<file path="config.mk">
export PLATFORM = sky130hd
export DESIGN_NAME = flash_erase_ctrl
export DESIGN_NICKNAME = d
export VERILOG_FILES = /design/src/rtl/flash_pkg.sv /design/src/rtl/flash_cyc_timer.sv /design/src/rtl/flash_erase_ctrl.sv
export SDC_FILE = /design/constraint.sdc
export NUM_CORES = 1
export LEC_CHECK = 0
export BUFFER_PORTS_ARGS = -buffer_cell sky130_fd_sc_hd__clkbuf_2
export CAP_MARGIN = 20
export CORE_MARGIN = 2
export CORE_UTILIZATION = 40
export CTS_CLUSTER_DIAMETER = 120
export DETAILED_ROUTE_END_ITERATION = 8
export HOLD_SLACK_MARGIN = 0.15
export SYNTH_ARGS = -nofsm -noshare
export SYNTH_HDL_FRONTEND = slang
export SYNTH_SLANG_ARGS = --single-unit
</file>
<file path="constraint.sdc">
create_clock -name clk -period 2 [get_ports clk]
set_input_delay 0.1 -clock clk [delete_from_list [all_inputs] [get_ports clk]]
set_output_delay 0.1 -clock clk [all_outputs]
set_load 0.1 [all_outputs]
</file>
<file path="src/rtl/flash_pkg.sv">
// Shared definitions for the serial-flash command sequencers: opcodes,
// transmitter transaction tags and the sequencer state encoding.
package flash_pkg;

  localparam logic [7:0] CMD_WREN = 8'h06;
  localparam logic [7:0] CMD_CE   = 8'hC7;

  localparam logic [1:0] SPI_CMD_NONE = 2'd0;
  localparam logic [1:0] SPI_CMD_WREN = 2'd1;
  localparam logic [1:0] SPI_CMD_CE   = 2'd2;

  // IDLE is the all-zero code so the eight active states are one-hot in 8 bits.
  typedef enum logic [7:0] {
    ST_IDLE    = 8'h00,
    ST_WREN_ST = 8'h01,
    ST_WREN_WT = 8'h02,
    ST_GAP     = 8'h04,
    ST_CE_ST   = 8'h08,
    ST_CE_WT   = 8'h10,
    ST_ERS_WT  = 8'h20,
    ST_DONE    = 8'h40,
    ST_ERR     = 8'h80
  } flash_state_e;

  function automatic logic is_start_state(input flash_state_e s);
    return (s == ST_WREN_ST) || (s == ST_CE_ST);
  endfunction

endpackage

</file>
<file path="src/rtl/flash_cyc_timer.sv">
// Loadable down-counter; tc_o pulses while enabled with the count at zero,
// so loading N-1 gives a terminal pulse on the Nth enabled cycle.
module flash_cyc_timer #(
  parameter int unsigned WIDTH = 32
) (
  input  logic             clk_i,
  input  logic             rst_ni,
  input  logic             load_i,
  input  logic [WIDTH-1:0] load_val_i,
  input  logic             en_i,
  output logic             tc_o
);

  logic [WIDTH-1:0] cnt_q;
  logic [WIDTH-1:0] cnt_d;

  always_comb begin
    cnt_d = cnt_q;
    if (load_i) begin
      cnt_d = load_val_i;
    end else if (en_i && (cnt_q != '0)) begin
      cnt_d = cnt_q - 1'b1;
    end
  end

  always_ff @(posedge clk_i) begin
    if (!rst_ni) begin
      cnt_q <= '0;
    end else begin
      cnt_q <= cnt_d;
    end
  end

  assign tc_o = en_i && (cnt_q == '0);

endmodule

</file>
<file path="src/rtl/flash_erase_ctrl.sv">
// Chip-erase sequencer: WREN, CS-high gap, Chip Erase, optional erase hold-off.
// Define FLASH_ERASE_CTRL_ERASE_WAIT_EN to wait ERASE_CYC cycles before reporting done.
module flash_erase_ctrl
  import flash_pkg::*;
#(
  parameter logic [7:0]  CS_GAP_CYC = 8'd4,
  parameter logic [31:0] ERASE_CYC  = 32'd1_250_000_000,
  parameter logic [7:0]  SPI_TO_CYC = 8'd64
) (
  input  logic       clk,
  input  logic       rst_n,
  input  logic       erase_req,
  input  logic       spi_done,
  output logic       spi_start,
  output logic [1:0] spi_cmd,
  output logic [7:0] spi_wrdata,
  output logic       erase_busy,
  output logic       erase_done,
  output logic       erase_err
);

  flash_state_e state_q;
  logic [7:0]   spi_wrdata_q;
  logic [1:0]   spi_cmd_q;
  logic         in_wt;
  logic         wd_tc;
  logic         gap_tc;

  assign in_wt = (state_q == ST_WREN_WT) || (state_q == ST_CE_WT);

  flash_cyc_timer #(.WIDTH(8)) u_wd_timer (
    .clk_i      (clk),
    .rst_ni     (rst_n),
    .load_i     (is_start_state(state_q)),
    .load_val_i (SPI_TO_CYC - 8'd1),
    .en_i       (in_wt),
    .tc_o       (wd_tc)
  );

  flash_cyc_timer #(.WIDTH(8)) u_gap_timer (
    .clk_i      (clk),
    .rst_ni     (rst_n),
    .load_i     ((state_q == ST_WREN_WT) && spi_done),
    .load_val_i (CS_GAP_CYC - 8'd1),
    .en_i       (state_q == ST_GAP),
    .tc_o       (gap_tc)
  );

`ifdef FLASH_ERASE_CTRL_ERASE_WAIT_EN
  logic ers_tc;

  flash_cyc_timer #(.WIDTH(32)) u_ers_timer (
    .clk_i      (clk),
    .rst_ni     (rst_n),
    .load_i     ((state_q == ST_CE_WT) && spi_done),
    .load_val_i (ERASE_CYC - 32'd1),
    .en_i       (state_q == ST_ERS_WT),
    .tc_o       (ers_tc)
  );
`else
  // The erase hold-off is compiled out, so ERASE_CYC has no effect here.
  if (ERASE_CYC == 32'd0) begin : g_ers_unused
  end
`endif

  // spi_done only counts in the wait states; a done on the timeout cycle wins.
  always_ff @(posedge clk) begin
    if (!rst_n) begin
      state_q      <= ST_IDLE;
      spi_wrdata_q <= 8'h00;
      spi_cmd_q    <= SPI_CMD_NONE;
    end else begin
      unique case (state_q)
        ST_IDLE: begin
          if (erase_req) begin
            state_q      <= ST_WREN_ST;
            spi_wrdata_q <= CMD_WREN;
            spi_cmd_q    <= SPI_CMD_WREN;
          end
        end
        ST_WREN_ST: state_q <= ST_WREN_WT;
        ST_WREN_WT: begin
          if (spi_done) begin
            state_q <= ST_GAP;
          end else if (wd_tc) begin
            state_q <= ST_ERR;
          end
        end
        ST_GAP: begin
          if (gap_tc) begin
            state_q      <= ST_CE_ST;
            spi_wrdata_q <= CMD_CE;
            spi_cmd_q    <= SPI_CMD_CE;
          end
        end
        ST_CE_ST: state_q <= ST_CE_WT;
        ST_CE_WT: begin
          if (spi_done) begin
`ifdef FLASH_ERASE_CTRL_ERASE_WAIT_EN
            state_q <= ST_ERS_WT;
`else
            state_q <= ST_DONE;
`endif
          end else if (wd_tc) begin
            state_q <= ST_ERR;
          end
        end
`ifdef FLASH_ERASE_CTRL_ERASE_WAIT_EN
        ST_ERS_WT: begin
          if (ers_tc) begin
            state_q <= ST_DONE;
          end
        end
`endif
        ST_DONE: state_q <= ST_IDLE;
        ST_ERR:  state_q <= ST_IDLE;
        default: state_q <= ST_IDLE;
      endcase
    end
  end

  assign spi_start  = is_start_state(state_q);
  assign spi_wrdata = spi_wrdata_q;
  assign spi_cmd    = spi_cmd_q;
  assign erase_busy = (state_q != ST_IDLE) && (state_q != ST_DONE) && (state_q != ST_ERR);
  assign erase_done = (state_q == ST_DONE);
  assign erase_err  = (state_q == ST_ERR);

endmodule

</file>
==> results_dict.tcl <==
set metrics [dict create \
    antenna_found_initial 0 \
    drt_iter0_markers 39 \
    vias 1357 \
    core_area_sq_mm 0.00363 \
    clock_latency_ns 0.28 \
    finalCritPeriodShare_pct 97.1 \
    synthFlopType "dfxtp_1" \
    max_freq_mhz 515 \
    drv_cap 0 \
    ys_seq_elements 27 \
    viasPerCell 5.85 \
    port_buffers 14 \
    routed_wirelength_um 3320 \
    drive_above_1_share_pct 23.9 \
    path_class "reg -> out" \
    numCtsBuffers 3 \
    timing.hold.ws_ns 0.174 \
    status "finished clean" \
    fp.dieH_um 65.4 \
    worstSetupEndpointType "primary output" \
    p_per_area_mw_per_mm2 611 \
    place_inst 226 \
    cp.required_ns 1.90 \
    final_cells 232 \
    track_usage_pct 17.8 \
    grt_overflow 0 \
    multi_input_area_sq_um 877 \
    p_leak_nw 0.697 \
    place_congestion 0.816 \
    postSynthAreaPerCell_sq_um 8.94 \
    irDropWorstVdd_mv 0.325 \
    synthArstFlopShare_pct 0 \
    drc_errors 0 \
    ant_nets 0 \
    critPathMaxFanout 7 \
    clock_skew_ns 0.00328 \
    synth_cells 169 \
    synth_cell_types 47 \
    ys_seq_area_share_pct 35.8 \
    die_x_um 65.4 \
    grt_max_degree 16 \
    layout_common_cells "dfxtp_1, a21oi_1, nor2_1, clkbuf_2, buf_4" \
    regArea_sq_um 541 \
    diodes 0 \
    post-route-min-period_ns 1.94 \
    grt_pass1_wl_um 5980 \
    final_nets 193 \
    relSlewSlack_pct 64.1 \
    holdCritPathClass "in -> reg" \
    grt_pass1_vias 1335 \
    clock-sinks 27 \
    netlist_area_sq_mm 0.00151 \
    drt_pass1_iterations 4 \
    hpwl_um 2410 \
    setup_viol 0 \
    initial_core_util_pct 41.6 \
    cts-root-buf "clkbuf_8" \
    die-area_sq_mm 0.00428 \
    dp_slack_ns 0.150 \
    cts_tree "yes" \
    fill_cells 348 \
    tightest_slew_ns 0.541 \
    final_common_cell "dfxtp_1" \
    fin_ws_ns 0.0582 \
    wire_per_inst_um 14.3 \
    total_power_w 0.00107 \
    cts_hold_buf 0 \
    cts_max_path_buffers 2 \
    rows 22 \
    htree_levels 1 \
    arrival_ns 1.84 \
    synth-edff-count 0 \
    areaGrowthSynthToFinish_pct 15.5 \
    clkTransAtPathRegs_ns 0.09 \
    crit_path_start_kind "flip-flop" \
    ys.warnings.count 0 \
    maxSlewViolCount 0 \
    setup_tns_ns 0 \
    io_pins 18 \
    hold_viol_final 0 \
]
per-stage QoR:
step	util, %	cell area, sq um
after floorplan	-	1540
after CTS	47.5	1720
after detailed placement	46.2	1680
after global placement	46.2	1680
after global routing	48.0	1740
final	48.0	1740
timing repair:
| action | CTS | global route |
|---|---|---|
| endpoints found under the setup margin | 0 | 4 |
| gates resized for setup | 0 | 2 |
| buffers inserted | 0 | 2 |
layout make-up:
type                    instances  area share [%]
clock buffers                   3            2.37
multi-input cells             121            50.3
flip-flops and latches         27            31.0
inverters                       9            2.15
well taps                      48            3.44
repair buffers                 23            10.5
clock inverters                 1           0.287
sequential cells by signal, indices dropped and copies added, names as in the netlist:
name               flops
u_wd_timer.cnt_q       8
spi_cmd                1
state_q                8
spi_wrdata             2
u_gap_timer.cnt_q      8
routing by layer:
layer	vias to the layer above	GRT usage [%]	share of wire [%]
met4	0	8.33	1.9
met1	643	23.5	48
met2	36	28.8	46
li1	672	-	-
met5	-	0	0
met3	6	2.05	3.9
critical path, cell delays in order, from the launching register on:
cell,delay (ns)
dfxtp_1,0.41
nor4_1,0.34
buf_4,0.18
nand3_1,0.21
clkinvlp_4,0.23
buf_12,0.19
Yosys cell counts (3+ instances only):
master / number / area share (%)
dfxtp_1: 27 / 36
a21oi_1: 13 / 4.3
nor2_1: 10 / 2.5
inv_1: 9 / 2.2
buf_4: 7 / 3.5
nand2_1: 7 / 1.7
clkbuf_1: 6 / 1.5
nand4b_1: 6 / 3.5
o31ai_1: 6 / 3.0
nand4_1: 5 / 2.1
or4_1: 5 / 2.5
a211oi_1: 4 / 2.0
a311oi_1: 4 / 2.3
ha_1: 4 / 3.3
nand3_1: 4 / 1.3
nor3_1: 4 / 1.3
nor3b_1: 4 / 2.0
and3_1: 3 / 1.2
o211ai_1: 3 / 1.5
logic make-up after synthesis:
group / share of synthesized area [%]
buf+inv: 7.87
simple gates: 31.7
compound gates: 20.0
xor+xnor: 1.16
other cells: 0.248
flops: 35.8
fa+ha+maj: 3.31
final timing paths:
check,start,to,slack (ns),cells past startpoint
setup reg to reg,u_gap_timer.cnt_q[2],u_gap_timer.cnt_q[7],0.13,4
setup / recovery,state_q[2],spi_start,0.06,5
hold / removal,erase_req,spi_wrdata[2],0.17,3
hold reg to reg,u_gap_timer.cnt_q[7],u_gap_timer.cnt_q[7],0.50,2
power breakdown:
group	switching, W	internal [W]
Sequential	0.0000122	0.000548
Combinational	0.000139	0.0000490
Clock	0.000177	0.000140
Total	0.000328	0.000737
No activity file was read; power rests on OpenSTA's default activity.
